$ cat src/rtl/acc_drain_pkg.sv
// Shared widths, FSM states and the requantization helper for the accumulator drain.
package raven_pe_pkg;

  localparam int ROWS   = 8;
  localparam int ACC_BW = 32;
  localparam int OUT_BW = 16;
  localparam int SH_W   = $clog2(ACC_BW);
  localparam int IDX_W  = $clog2(ROWS);

  localparam logic signed [ACC_BW-1:0] OUT_MAX =
    {{(ACC_BW-OUT_BW+1){1'b0}}, {(OUT_BW-1){1'b1}}};
  localparam logic signed [ACC_BW-1:0] OUT_MIN =
    {{(ACC_BW-OUT_BW+1){1'b1}}, {(OUT_BW-1){1'b0}}};

  typedef enum logic {
    IDLE  = 1'b0,
    DRAIN = 1'b1
  } drain_state_t;

  typedef struct packed {
    logic              sat;
    logic [OUT_BW-1:0] data;
  } rq_t;

  // Floor shift (arithmetic), shift clamped to ACC_BW-1, then clip to the signed OUT_BW range.
  function automatic rq_t sat_shift(input logic signed [ACC_BW-1:0] acc,
                                    input logic [SH_W-1:0]          sh);
    logic [SH_W-1:0]          sh_c;
    logic signed [ACC_BW-1:0] v;
    rq_t                      r;
    sh_c = (sh > SH_W'(ACC_BW-1)) ? SH_W'(ACC_BW-1) : sh;
    v    = acc >>> sh_c;
    if (v > OUT_MAX) begin
      r.sat  = 1'b1;
      r.data = OUT_MAX[OUT_BW-1:0];
    end else if (v < OUT_MIN) begin
      r.sat  = 1'b1;
      r.data = OUT_MIN[OUT_BW-1:0];
    end else begin
      r.sat  = 1'b0;
      r.data = v[OUT_BW-1:0];
    end
    return r;
  endfunction

endpackage

$ cat src/rtl/acc_drain_if.sv
// Output word stream from the accumulator drain to the writeback path.
interface acc_drain_if;
  import raven_pe_pkg::*;

  // Handshake: a word moves when out_valid_o & out_ready_i at a rising clk edge.
  // Once valid is high, data/idx/last hold and valid stays high until that transfer.
  logic              out_valid_o;
  logic              out_ready_i;
  logic [OUT_BW-1:0] out_data_o;
  logic [IDX_W-1:0]  out_idx_o;
  logic              out_last_o;

  modport master (
    output out_valid_o, out_data_o, out_idx_o, out_last_o,
    input  out_ready_i
  );

  modport slave (
    input  out_valid_o, out_data_o, out_idx_o, out_last_o,
    output out_ready_i
  );

endinterface

$ cat src/rtl/acc_drain_requant.sv
// Combinational requantizer: arithmetic shift, shift clamp and saturation of one accumulator.
module acc_drain_requant
  import raven_pe_pkg::*;
(
  input  logic signed [ACC_BW-1:0] acc_i,
  input  logic [SH_W-1:0]          shift_i,
  output logic [OUT_BW-1:0]        data_o,
  output logic                     sat_o
);

  rq_t rq;

  assign rq     = sat_shift(acc_i, shift_i);
  assign data_o = rq.data;
  assign sat_o  = rq.sat;

endmodule

$ cat src/rtl/acc_drain.sv
// Snapshots ROWS accumulators on cap_i and streams requantized words one per cycle.
module acc_drain
  import raven_pe_pkg::*;
(
  input  logic                   clk,
  input  logic                   rst,
  input  logic                   cap_i,
  input  logic [ROWS*ACC_BW-1:0] acc_i,
  input  logic [SH_W-1:0]        shift_i,
  input  logic                   clr_i,
  output logic                   busy_o,
  output logic                   ovf_o,
  output logic                   sat_o,
  output drain_state_t           dbg_state_o,
  acc_drain_if.master            out
);

  drain_state_t             state_q, state_d;
  logic signed [ACC_BW-1:0] buf_q [ROWS];
  logic [SH_W-1:0]          shift_q;
  logic [IDX_W-1:0]         idx_q, idx_d;
  logic                     ovf_q, sat_q;
  logic                     load;
  logic                     xfer;
  logic                     at_last;
  logic [OUT_BW-1:0]        rq_data;
  logic                     rq_sat;

  assign xfer    = (state_q == DRAIN) && out.out_ready_i;
  assign at_last = (idx_q == IDX_W'(ROWS-1));

  acc_drain_requant u_requant (
    .acc_i   (buf_q[idx_q]),
    .shift_i (shift_q),
    .data_o  (rq_data),
    .sat_o   (rq_sat)
  );

  always_comb begin
    state_d = state_q;
    idx_d   = idx_q;
    load    = 1'b0;
    unique case (state_q)
      IDLE: begin
        if (cap_i) begin
          load    = 1'b1;
          idx_d   = '0;
          state_d = DRAIN;
        end
      end
      DRAIN: begin
        if (xfer) begin
          if (!at_last) begin
            idx_d = idx_q + 1'b1;
          end else if (cap_i) begin
            // Back-to-back snapshot: reload on the final transfer so there is no bubble.
            load  = 1'b1;
            idx_d = '0;
          end else begin
            idx_d   = '0;
            state_d = IDLE;
          end
        end
      end
      default: state_d = IDLE;
    endcase
  end

  always_ff @(posedge clk) begin
    if (rst) begin
      state_q <= IDLE;
      idx_q   <= '0;
      shift_q <= '0;
      ovf_q   <= 1'b0;
      sat_q   <= 1'b0;
      for (int r = 0; r < ROWS; r++) buf_q[r] <= '0;
    end else begin
      state_q <= state_d;
      idx_q   <= idx_d;
      if (load) begin
        shift_q <= shift_i;
        for (int r = 0; r < ROWS; r++) buf_q[r] <= acc_i[r*ACC_BW +: ACC_BW];
      end
      // A set event in the same cycle as clr_i takes priority.
      if ((state_q == DRAIN) && cap_i && !(xfer && at_last)) ovf_q <= 1'b1;
      else if (clr_i)                                        ovf_q <= 1'b0;
      if (xfer && rq_sat)  sat_q <= 1'b1;
      else if (clr_i)      sat_q <= 1'b0;
    end
  end

  assign out.out_valid_o = (state_q == DRAIN);
  assign out.out_data_o  = (state_q == DRAIN) ? rq_data : '0;
  assign out.out_idx_o   = idx_q;
  assign out.out_last_o  = (state_q == DRAIN) && at_last;
  assign busy_o          = (state_q == DRAIN);
  assign ovf_o           = ovf_q;
  assign sat_o           = sat_q;
  assign dbg_state_o     = state_q;

endmodule

$ cat src/flat_wrapper.sv
// flat-port wrapper written by rule: the top's interface ports become plain ports
module acc_drain_flat import raven_pe_pkg::*;
  (clk, rst, cap_i, acc_i, shift_i, clr_i, busy_o, ovf_o, sat_o, dbg_state_o, out_out_valid_o, out_out_data_o, out_out_idx_o, out_out_last_o, out_out_ready_i);
  acc_drain_if out_i ();
  input  logic clk;
  input  logic rst;
  input  logic cap_i;
  input  logic [ROWS*ACC_BW-1:0] acc_i;
  input  logic [SH_W-1:0] shift_i;
  input  logic clr_i;
  output logic busy_o;
  output logic ovf_o;
  output logic sat_o;
  output drain_state_t dbg_state_o;
  output wire logic [$bits(out_i.out_valid_o)-1:0] out_out_valid_o;
  output wire logic [$bits(out_i.out_data_o)-1:0] out_out_data_o;
  output wire logic [$bits(out_i.out_idx_o)-1:0] out_out_idx_o;
  output wire logic [$bits(out_i.out_last_o)-1:0] out_out_last_o;
  input wire logic [$bits(out_i.out_ready_i)-1:0] out_out_ready_i;
  assign out_out_valid_o = out_i.out_valid_o;
  assign out_out_data_o = out_i.out_data_o;
  assign out_out_idx_o = out_i.out_idx_o;
  assign out_out_last_o = out_i.out_last_o;
  assign out_i.out_ready_i = out_out_ready_i;
  acc_drain u_core (.clk(clk), .rst(rst), .cap_i(cap_i), .acc_i(acc_i), .shift_i(shift_i), .clr_i(clr_i), .busy_o(busy_o), .ovf_o(ovf_o), .sat_o(sat_o), .dbg_state_o(dbg_state_o), .out(out_i));
endmodule
$ cat config.mk
export PLATFORM = sky130hd
export DESIGN_NAME = acc_drain_flat
export DESIGN_NICKNAME = d
export VERILOG_FILES = /design/src/rtl/acc_drain_pkg.sv /design/src/rtl/acc_drain_if.sv /design/src/rtl/acc_drain_requant.sv /design/src/rtl/acc_drain.sv /design/src/flat_wrapper.sv
export SDC_FILE = /design/constraint.sdc
export NUM_CORES = 1
export LEC_CHECK = 0
export CAP_MARGIN = 20
export CORE_MARGIN = 2
export CORE_UTILIZATION = 47
export DETAILED_ROUTE_END_ITERATION = 6
export PLACE_DENSITY = 0.77
export SLEW_MARGIN = 5
export SYNTH_ARGS = -nofsm -noshare
export SYNTH_HDL_FRONTEND = slang
export SYNTH_SLANG_ARGS = --single-unit
$ cat constraint.sdc
create_clock -name clk -period 7 [get_ports clk]
set_clock_uncertainty 0.05 [all_clocks]
set_input_delay 0.7 -clock clk [delete_from_list [all_inputs] [get_ports clk]]
set_output_delay 0.7 -clock clk [all_outputs]
set_load 0.01 [all_outputs]
==> key figures <==
Status
  • Outcome: finished clean

Pwr
  • Flop pwr share: 0.485
  • Pint: 3.05 mW
  • Total Power: 4.00 mW
  • Sw Share: 0.239
  • Worst VDD drop: 0.243 mV
  • Clk network pwr share: 0.351
  • Combinational share of power: 0.163
  • Switching Power: 0.956 mW
  • Pwr per Cell Area: 224 nW/um^2
  • P_leak: 6.45 nW

Die
  • Rows: 62
  • Initial Util: 0.480
  • Die H: 176 um
  • Width of the die: 176 um
  • Ports: 291
  • Core ar.: 28900 um^2
  • Die Area: 30900 um^2

Setup path
  • Critical path buffers and inverters: 2
  • Element type at the critical path end: primary output
  • Category of the most critical setup path: flip-flop to primary output
  • CP Data Arrival Time: 5.21 ns
  • Slowest stage delay, CP: 0.64 ns
  • CP Max Fanout: 28
  • Crit path cell chain: buf_4 -> mux4_2 -> mux2_2 -> mux4_2 -> a32oi_1 -> o221ai_1 -> nor4_1 -> nand4_1 -> o211ai_4 -> o22ai_1 -> clkdlybuf4s50_1
  • Cell mode on critical path: mux4_2
  • CP delay by family, top: multiplexers
  • Slowest CP cell: dfxtp_4
  • Setup crit start kind: flip-flop
  • Req. time, crit path: 6.25 ns

STA
  • Period minus WS final: 5.96 ns
  • Unrepaired setup endpoints after global routing: false
  • Setup-failing EPs final: 0
  • Setup tns final: 0 ns
  • Worst Setup Slack, final: 1.04 ns
  • Final hold violation count: 0
  • Pins Over Slew Limit: 0
  • Least-Margin Pin Slew: 0.982 ns
  • Max Freq: 168 MHz
  • Worst-case hold slack: 0.504 ns
  • Slew HR: 0.345
  • Tcrit/Tclk final: 0.851

Clocking
  • Worst skew pair latency: 0.57 ns
  • Maximum clock insertion buffer count: 3
  • CTS tree: built
  • Cts bufs inserted: 28
  • PostCTS Resize Cnt: 0
  • Setup bufs post-CTS: 0
  • CTS root buf: clkbuf_16
  • Clock slew seen by the registers of the worst setup and hold paths: 0.06 ns
  • Htree depth: 1
  • Hold Buf Count CTS: 0
  • Sink Count: 270

Hold path
  • Worst hold path class: flip-flop to flip-flop

Global route
  • Pin count of the biggest net entering global routing: 145
  • First-pass GRT wire length: 53.9 mm
  • Gr ovfl total: 0
  • Number of global-route vias before repair: 9492
  • Tot GR Track Use: 0.228
  • Initial antenna violation count: 1

Synth
  • Syn nets: 1291
  • FFs w/ async S/R, synth: 0
  • YS warnings: 0
  • Synth cell types: 66
  • Post-Synthesis Cell Area: 13900 um^2
  • Number of synthesized flops with an enable pin: 256
  • Post-Syn Area per Cell: 13.5 um^2
  • Sequential area share after synthesis: 0.575
  • Post-synthesis register bit count: 270
  • Synthesized netlist cell count: 1023
  • Most used DFF post-synth: edfxtp_1

Routing
  • Final ANT Viol Nets: 0
  • DR vias/cell: 5.46
  • Wirelength per Cell: 21.0 um
  • Routed wire length: 35.4 mm
  • # DRC: 0
  • Initial DRC count: 695
  • TritonRoute pass-1 iters: 5
  • Via count: 9218

Finish
  • Fillers: 2198
  • Most common cell after layout, fill and taps aside: clkdlybuf4s50_1
  • Most frequent cells in the layout: 289 x clkdlybuf4s50_1, 256 x edfxtp_1, 194 x and2_1
  • Syn-to-layout area delta: 29.2%
  • Share of cells above drive strength 1: 0.140
  • Post-Layout Cell Count: 1689
  • Fin nets: 1551

Placement
  • Post-DP HPWL: 25.5 mm
  • GP Congestion: 0.913
  • # port buffers: 290
  • Placed Instances: 1637
  • DP Worst Slack: 1.58 ns

Flow run
  • Max Cap Viol: 0
-- final timing paths --
check	startpoint	end	slack (ns)	cells past startpoint
setup / recovery	flip-flop	out_out_data_o[2]	1.04	11
hold / removal	u_core.out.out_idx_o[0]$_SDFFE_PP0P_	flip-flop	0.50	2
setup reg to reg	flip-flop	u_core.sat_o$_SDFFE_PP0P_	2.62	10
hold reg to reg	u_core.out.out_idx_o[0]$_SDFFE_PP0P_	flip-flop	0.50	2
-- flip-flops by register name, indices dropped and copies added, names as in the netlist, named ones only --
| signal | count |
|---|---|
| u_core.busy_o | 1 |
| u_core.buf_q | 256 |
| u_core.shift_q | 5 |
| u_core.out.out_idx_o | 3 |
| u_core.sat_o | 1 |
| u_core.ovf_o | 1 |
-- tightest hold or removal path, delay by kind of cell, from the launching register on --
kind	cells	cell delay (ns)
flops	1	0.34
compound gates	1	0.13
simple gates	1	0.05
-- cell type report --
class                           count  area (um^2)  area share
Multi-Input combinational cell    672         5530       0.309
Timing Repair Buffer              304         3000       0.168
Sequential cell                   270         7970       0.446
Inverter                            7         33.8     0.00189
Clock inverter                     16          146     0.00818
Clock buffer                       34          723      0.0404
Tap cell                          384          480      0.0268
Antenna cell                        2         5.00    0.000280
-- kinds of logic after synthesis --
kind of cell             count (synthesis)  synth area share
AND/OR/NAND/NOR                        394             0.159
flip-flops                             270             0.575
buffers and inverters                   81            0.0261
adder cells (fa/ha/maj)                  2           0.00181
AO/OA/AOI/OAI                          136            0.0708
multiplexers                           140             0.167
-- metal layers --
layer  wire, um  global-route usage
met2      17100               0.375
met5          0                   0
met4       1220              0.0730
met3       1920              0.0368
met1      15200               0.312
-- metrics by stage --
| step | instance area (um^2) | utilization |
|---|---|---|
| floorplan | 13900 | - |
| finish | 17900 | 0.620 |
| CTS | 17900 | 0.620 |
| global placement | 17000 | 0.590 |
| detailed placement | 17000 | 0.590 |
| global route | 17900 | 0.620 |
-- cell usage after synthesis, types with 7 or more instances --
cell type / number / area (um^2)
o22ai_1: 15 / 93.8
dfxtp_1: 14 / 280
nor3_1: 7 / 35.0
clkbuf_1: 45 / 169
mux2i_1: 38 / 380
nand2_1: 62 / 233
a21oi_1: 17 / 85.1
a21oi_2: 10 / 87.6
o21ai_0: 28 / 140
o211ai_1: 9 / 67.6
nor2b_1: 66 / 413
mux4_2: 68 / 1530
edfxtp_1: 256 / 7690
buf_1: 12 / 45.0
and2_1: 194 / 1210
mux2_2: 27 / 304
buf_2: 10 / 50.1
nor2_1: 41 / 154
-- power by group through the flow --
stage | registers, mW | logic [mW] | clock network [mW]
floorplan | 1.97 | 0.372 | 0
global placement | 1.97 | 0.649 | 0
detailed placement | 1.98 | 0.651 | 0
CTS | 1.94 | 0.655 | 1.43
global route | 1.95 | 0.704 | 1.49
finish | 1.94 | 0.654 | 1.41
(Power assumes the default switching activity.)
